[src/rtl/sms4_rk_reverse_buffer.sv]
// Round-key store: captures NRK keys from key expansion, replays them forward or reversed.
// Latency: rd_start to the first key is 1 cycle; then one key per cycle, and a 1-cycle bubble between replays.
// Backpressure: wr_ready is low once the store is full; rd_en=0 holds rd_rk/rd_round stable indefinitely.
module sms4_rk_reverse_buffer #(
    parameter int BWIDTH = 32,
    parameter int NRK    = 32,
    parameter int AWIDTH = 5
) (
    input  logic              clk,
    input  logic              rst,
    input  logic              clear,
    input  logic              wr_valid,
    output logic              wr_ready,
    input  logic [BWIDTH-1:0] wr_rk,
    output logic              keys_ready,
    input  logic              rd_start,
    input  logic              rd_decrypt,
    input  logic              rd_en,
    output logic              rd_valid,
    output logic [BWIDTH-1:0] rd_rk,
    output logic [AWIDTH-1:0] rd_round,
    output logic              rd_last,
    output logic              busy
);

    typedef enum logic [1:0] {
        EMPTY   = 2'd0,
        LOADING = 2'd1,
        FULL    = 2'd2,
        READING = 2'd3
    } state_t;

    localparam logic [AWIDTH-1:0] LAST_IDX   = AWIDTH'(NRK - 1);
    localparam logic [AWIDTH-1:0] PENULT_IDX = AWIDTH'(NRK - 2);

    state_t            state;
    logic [AWIDTH-1:0] wptr;
    logic [AWIDTH-1:0] ridx;
    logic [AWIDTH-1:0] next_ridx;
    logic [AWIDTH-1:0] start_idx;
    logic              rev;
    logic              wr_acc;
    logic [BWIDTH-1:0] mem [NRK];

    // wr_ready is registered and only high in EMPTY/LOADING, so it doubles as the write gate.
    assign wr_acc    = wr_valid && wr_ready;
    assign start_idx = rd_decrypt ? LAST_IDX : '0;
    // Only evaluated while not on the last key, so it stays within 0..NRK-1.
    assign next_ridx = rev ? (ridx - AWIDTH'(1)) : (ridx + AWIDTH'(1));

    always_ff @(posedge clk) begin
        if (!rst && !clear && wr_acc) begin
            mem[wptr] <= wr_rk;
        end
    end

    always_ff @(posedge clk) begin
        if (rst || clear) begin
            state      <= EMPTY;
            wptr       <= '0;
            ridx       <= '0;
            rev        <= 1'b0;
            wr_ready   <= 1'b1;
            keys_ready <= 1'b0;
            rd_valid   <= 1'b0;
            rd_rk      <= '0;
            rd_round   <= '0;
            rd_last    <= 1'b0;
            busy       <= 1'b0;
        end else begin
            case (state)
                EMPTY, LOADING: begin
                    if (wr_acc) begin
                        if (wptr == LAST_IDX) begin
                            state      <= FULL;
                            wr_ready   <= 1'b0;
                            keys_ready <= 1'b1;
                        end else begin
                            state <= LOADING;
                            wptr  <= wptr + AWIDTH'(1);
                        end
                    end
                end
                FULL: begin
                    if (rd_start) begin
                        state    <= READING;
                        rev      <= rd_decrypt;
                        ridx     <= start_idx;
                        rd_rk    <= mem[start_idx];
                        rd_valid <= 1'b1;
                        busy     <= 1'b1;
                        rd_round <= '0;
                        rd_last  <= (LAST_IDX == '0);
                    end
                end
                READING: begin
                    if (rd_en) begin
                        if (rd_last) begin
                            state    <= FULL;
                            rd_valid <= 1'b0;
                            rd_last  <= 1'b0;
                            busy     <= 1'b0;
                            rd_round <= '0;
                        end else begin
                            ridx     <= next_ridx;
                            rd_rk    <= mem[next_ridx];
                            rd_round <= rd_round + AWIDTH'(1);
                            rd_last  <= (rd_round == PENULT_IDX);
                        end
                    end
                end
                default: state <= EMPTY;
            endcase
        end
    end

endmodule

[config.mk]
export PLATFORM = sky130hd
export DESIGN_NAME = sms4_rk_reverse_buffer
export DESIGN_NICKNAME = d
export VERILOG_FILES = /design/src/rtl/sms4_rk_reverse_buffer.sv
export SDC_FILE = /design/constraint.sdc
export NUM_CORES = 1
export LEC_CHECK = 0
export CORE_ASPECT_RATIO = 0.8
export CORE_MARGIN = 5
export CORE_UTILIZATION = 35
export CTS_CLUSTER_SIZE = 40
export DETAILED_ROUTE_END_ITERATION = 16
export HOLD_SLACK_MARGIN = 0.06
export PLACE_DENSITY_LB_ADDON = 0.08
export SLEW_MARGIN = 5
export SYNTH_ARGS = -nofsm -noshare
export SYNTH_HDL_FRONTEND = slang
export SYNTH_SLANG_ARGS = --single-unit
[constraint.sdc]
create_clock -name clk -period 11.2 [get_ports clk]
set_clock_uncertainty 0.2 [all_clocks]
set_input_delay 3.36 -clock clk [delete_from_list [all_inputs] [get_ports clk]]
set_output_delay 3.36 -clock clk [all_outputs]
set_load 0.02 [all_outputs]
==> impl_metrics.csv <==
group,metric,value,unit
run,drv_cap,0,
setup_path,crit_type,"in -> reg",
global_routing,grt_usage,0.204,
yosys,ys.flop_type,"edfxtp_1",
worst_hold_path,holdPathEnd,"keys_ready$_SDFFE_PP0P_",
floorplanning,die_h,321,um
yosys,syn-num-nets,2379,
floorplanning,rows,114,
clock_network,clkSlewWorstSetupHoldPaths,0.06,ns
power,power_frac_clock,0.442,
global_routing,grt_start_max_net_pins,111,
place,port_buffers,80,
detailed_routing,dr.pass1.iters,5,
clock_network,clk_latency,0.70,ns
power,leakagePower,14.7,nW
floorplanning,die-area,0.128,mm2
clock_network,h-tree-depth,3,
clock_network,postCtsHoldBufs,0,
global_routing,grt_overflow,0,
detailed_routing,drtIter0Drc,1917,
detailed_routing,drc_errors,0,
yosys,syn-mean-instance-area,18.1,um2
setup_path,ff2ff_path_depth,8,
clock_network,cts_buffers,110,
worst_hold_path,hp-class,"reg -> reg",
setup_path,critPathMaxFanout,17,
setup_path,r2r_start,"ridx[0]$_SDFFE_PP0P_",
power,seq_power_share,0.544,
detailed_routing,via_count,22319,
power,switching_share,0.203,
yosys,syn-cell-area,0.0422,mm2
clock_network,cts_buffer_depth,3,
setup_path,start_kind,"primary input",
cells_and_area,drive_gt1_frac,0.200,
place,place_ws,4.07,ns
run_status,status,"finished clean",
power,internal_power,6.48,mW
place,place_hpwl,80400,um
floorplanning,die_w,398,um
cells_and_area,layout.nets,2462,
setup_path,required,11.37,ns
global_routing,grt_pass1_wl,183000,um
sta,hold_violations,0,
setup_path,r2r_setup_slack,5.99,ns
cells_and_area,layout.cells.most_common,"edfxtp_1",
sta,max_freq,157,MHz
cells_and_area,n_fill_cell,10787,
clock_network,clock_sinks,1078,
detailed_routing,wire_per_inst,31.6,um
power,switchingPower,1.65,mW
sta,fin_setup_tns,0,ns
yosys,ys_types,45,
cells_and_area,final_cell_mix,"edfxtp_1 (1024), nand2_1 (257), mux4_2 (194), clkbuf_16 (113), nor2_1 (105)",
clock_network,root_buffer,"clkbuf_16",
power,pwr-share-comb,0.015,
global_routing,antenna_found_initial,15,
power,max-vdd-ir-drop,117,uV
worst_hold_path,hold_depth,1,
yosys,synth-edff-count,1024,
place,place_congestion,0.873,
yosys,async_reset_ff_frac,0,
yosys,synth_seq_cells,1078,
detailed_routing,viasPerCell,5.41,
setup_path,crit_arrival,6.55,ns
cells_and_area,synthToLayoutAreaGrowth,14.7,%
worst_hold_path,hold_start,"keys_ready$_SDFFE_PP0P_",
sta,maxSlewHeadroom,0.174,
sta,setup_slack,4.83,ns
sta,period_needed,6.37,ns
yosys,synth_cells,2329,
floorplanning,io_pins,81,
setup_path,rr_endpoint,"rd_rk[27]$_SDFFE_PP0P_",
yosys,ys_warn_count,0,
yosys,yosysSeqAreaShare,0.754,
sta,slew_viol_final,0,
sta,rsz0062_at_grt,"no",
detailed_routing,drtAntennaViolNets,0,
global_routing,grt_pass1_vias,22646,
setup_path,cp-end-kind,"flop",
clock_network,cts_tree,"built",
sta,finalSetupViolCount,0,
clock_network,post-cts-setup-buffers,0,
detailed_routing,drt_wl_total,130000,um
clock_network,post_cts_resized,0,
floorplanning,core_area,0.120,mm2
sta,worst_pin_slew,1.24,ns
sta,finalCritPeriodShare,0.569,
floorplanning,initial_core_util,0.351,
power,power_density,168,mW/mm2
[Yosys cell counts, drive strengths merged (33+ instances only)]
master / instances / area [um2]
nand3: 68 / 340
mux2i: 75 / 751
o21ai: 38 / 190
nand4: 68 / 425
edfxtp: 1024 / 30700
nand2: 258 / 968
a211oi: 81 / 608
mux2: 33 / 372
dfxtp: 54 / 1080
clkbuf: 87 / 327
mux4: 194 / 4370
buf: 62 / 299
nor2: 140 / 526
[stage by stage]
| step | hold WS, ns | cells | util | area, um2 | total power [mW] |
|---|---|---|---|---|---|
| final | 0.294 | 4129 | 0.403 | 48400 | 8.12 |
| after floorplan | 0.267 | 2329 | - | 42200 | 4.52 |
| after global placement | 0.262 | 3924 | 0.374 | 45000 | 4.62 |
| after CTS | 0.298 | 4126 | 0.403 | 48400 | 8.21 |
| after global routing | 0.314 | 4126 | 0.403 | 48400 | 8.39 |
| after detailed placement | 0.285 | 3924 | 0.374 | 45000 | 4.63 |
[routing by layer]
layer  part of all wire  wire, um  vias to the layer above  GRT usage
met1               0.43     56200                    11934      0.284
met5           0.000092        12                        -          0
met3              0.070      9170                      135     0.0475
met2               0.48     62500                      688      0.331
met4              0.019      2500                        2     0.0385
li1                   -         -                     9560          -
[cells by family after synthesis]
group                    after synthesis  synth area share
XOR/XNOR                              12           0.00267
AND/OR/NAND/NOR                      562            0.0579
adder cells (fa/ha/maj)               11           0.00344
flip-flops                          1078             0.754
multiplexers                         302             0.130
AO/OA/AOI/OAI                        212            0.0368
buffers and inverters                152            0.0151
[worst max-delay path by stage]
stage	startpoint	end	slack, ns	cells after the start
finish	clear	mem[8][13]$_DFFE_PP_	4.83	6
global route	clear	mem[8][13]$_DFFE_PP_	4.71	6
CTS	clear	mem[24][21]$_DFFE_PP_	4.84	5
detailed placement	clear	mem[24][24]$_DFFE_PP_	4.07	5
global placement	clear	mem[25][30]$_DFFE_PP_	4.07	5
floorplan	clear	mem[23][0]$_DFFE_PP_	5.03	5
[power groups by stage]
stage / clock [mW] / sequential, mW / combinational (mW)
detailed placement: 0 / 4.50 / 0.123
global route: 3.85 / 4.41 / 0.126
floorplan: 0 / 4.50 / 0.0180
CTS: 3.67 / 4.42 / 0.123
global placement: 0 / 4.50 / 0.119
finish: 3.59 / 4.42 / 0.118
[registers in the layout, indices dropped and copies added, names as in the netlist, 2 cells and up]
name	count
mem	1024
rd_rk	32
rd_round	5
ridx	5
wptr	5
state	2
[cell type report]
class                      count  area, um2  share of cell area
tap                         1624       2030              0.0420
sequential                  1078      31800               0.658
multi-input combinational   1099      10100               0.209
clock buffer                 146       2990              0.0618
inverter                       3       11.3            0.000233
timing repair buffer         120        966              0.0200
antenna                        3       7.51            0.000155
clock inverter                56        460             0.00951
[worst max-delay path: stages]
cell and delay [ns]:
clkdlybuf4s50_1 0.45, or2_2 0.45, nor2_1 0.32, nand2_1 0.62, nor2_4 0.89, buf_4 0.41
Note: power is estimated with default switching activity, not from simulation.
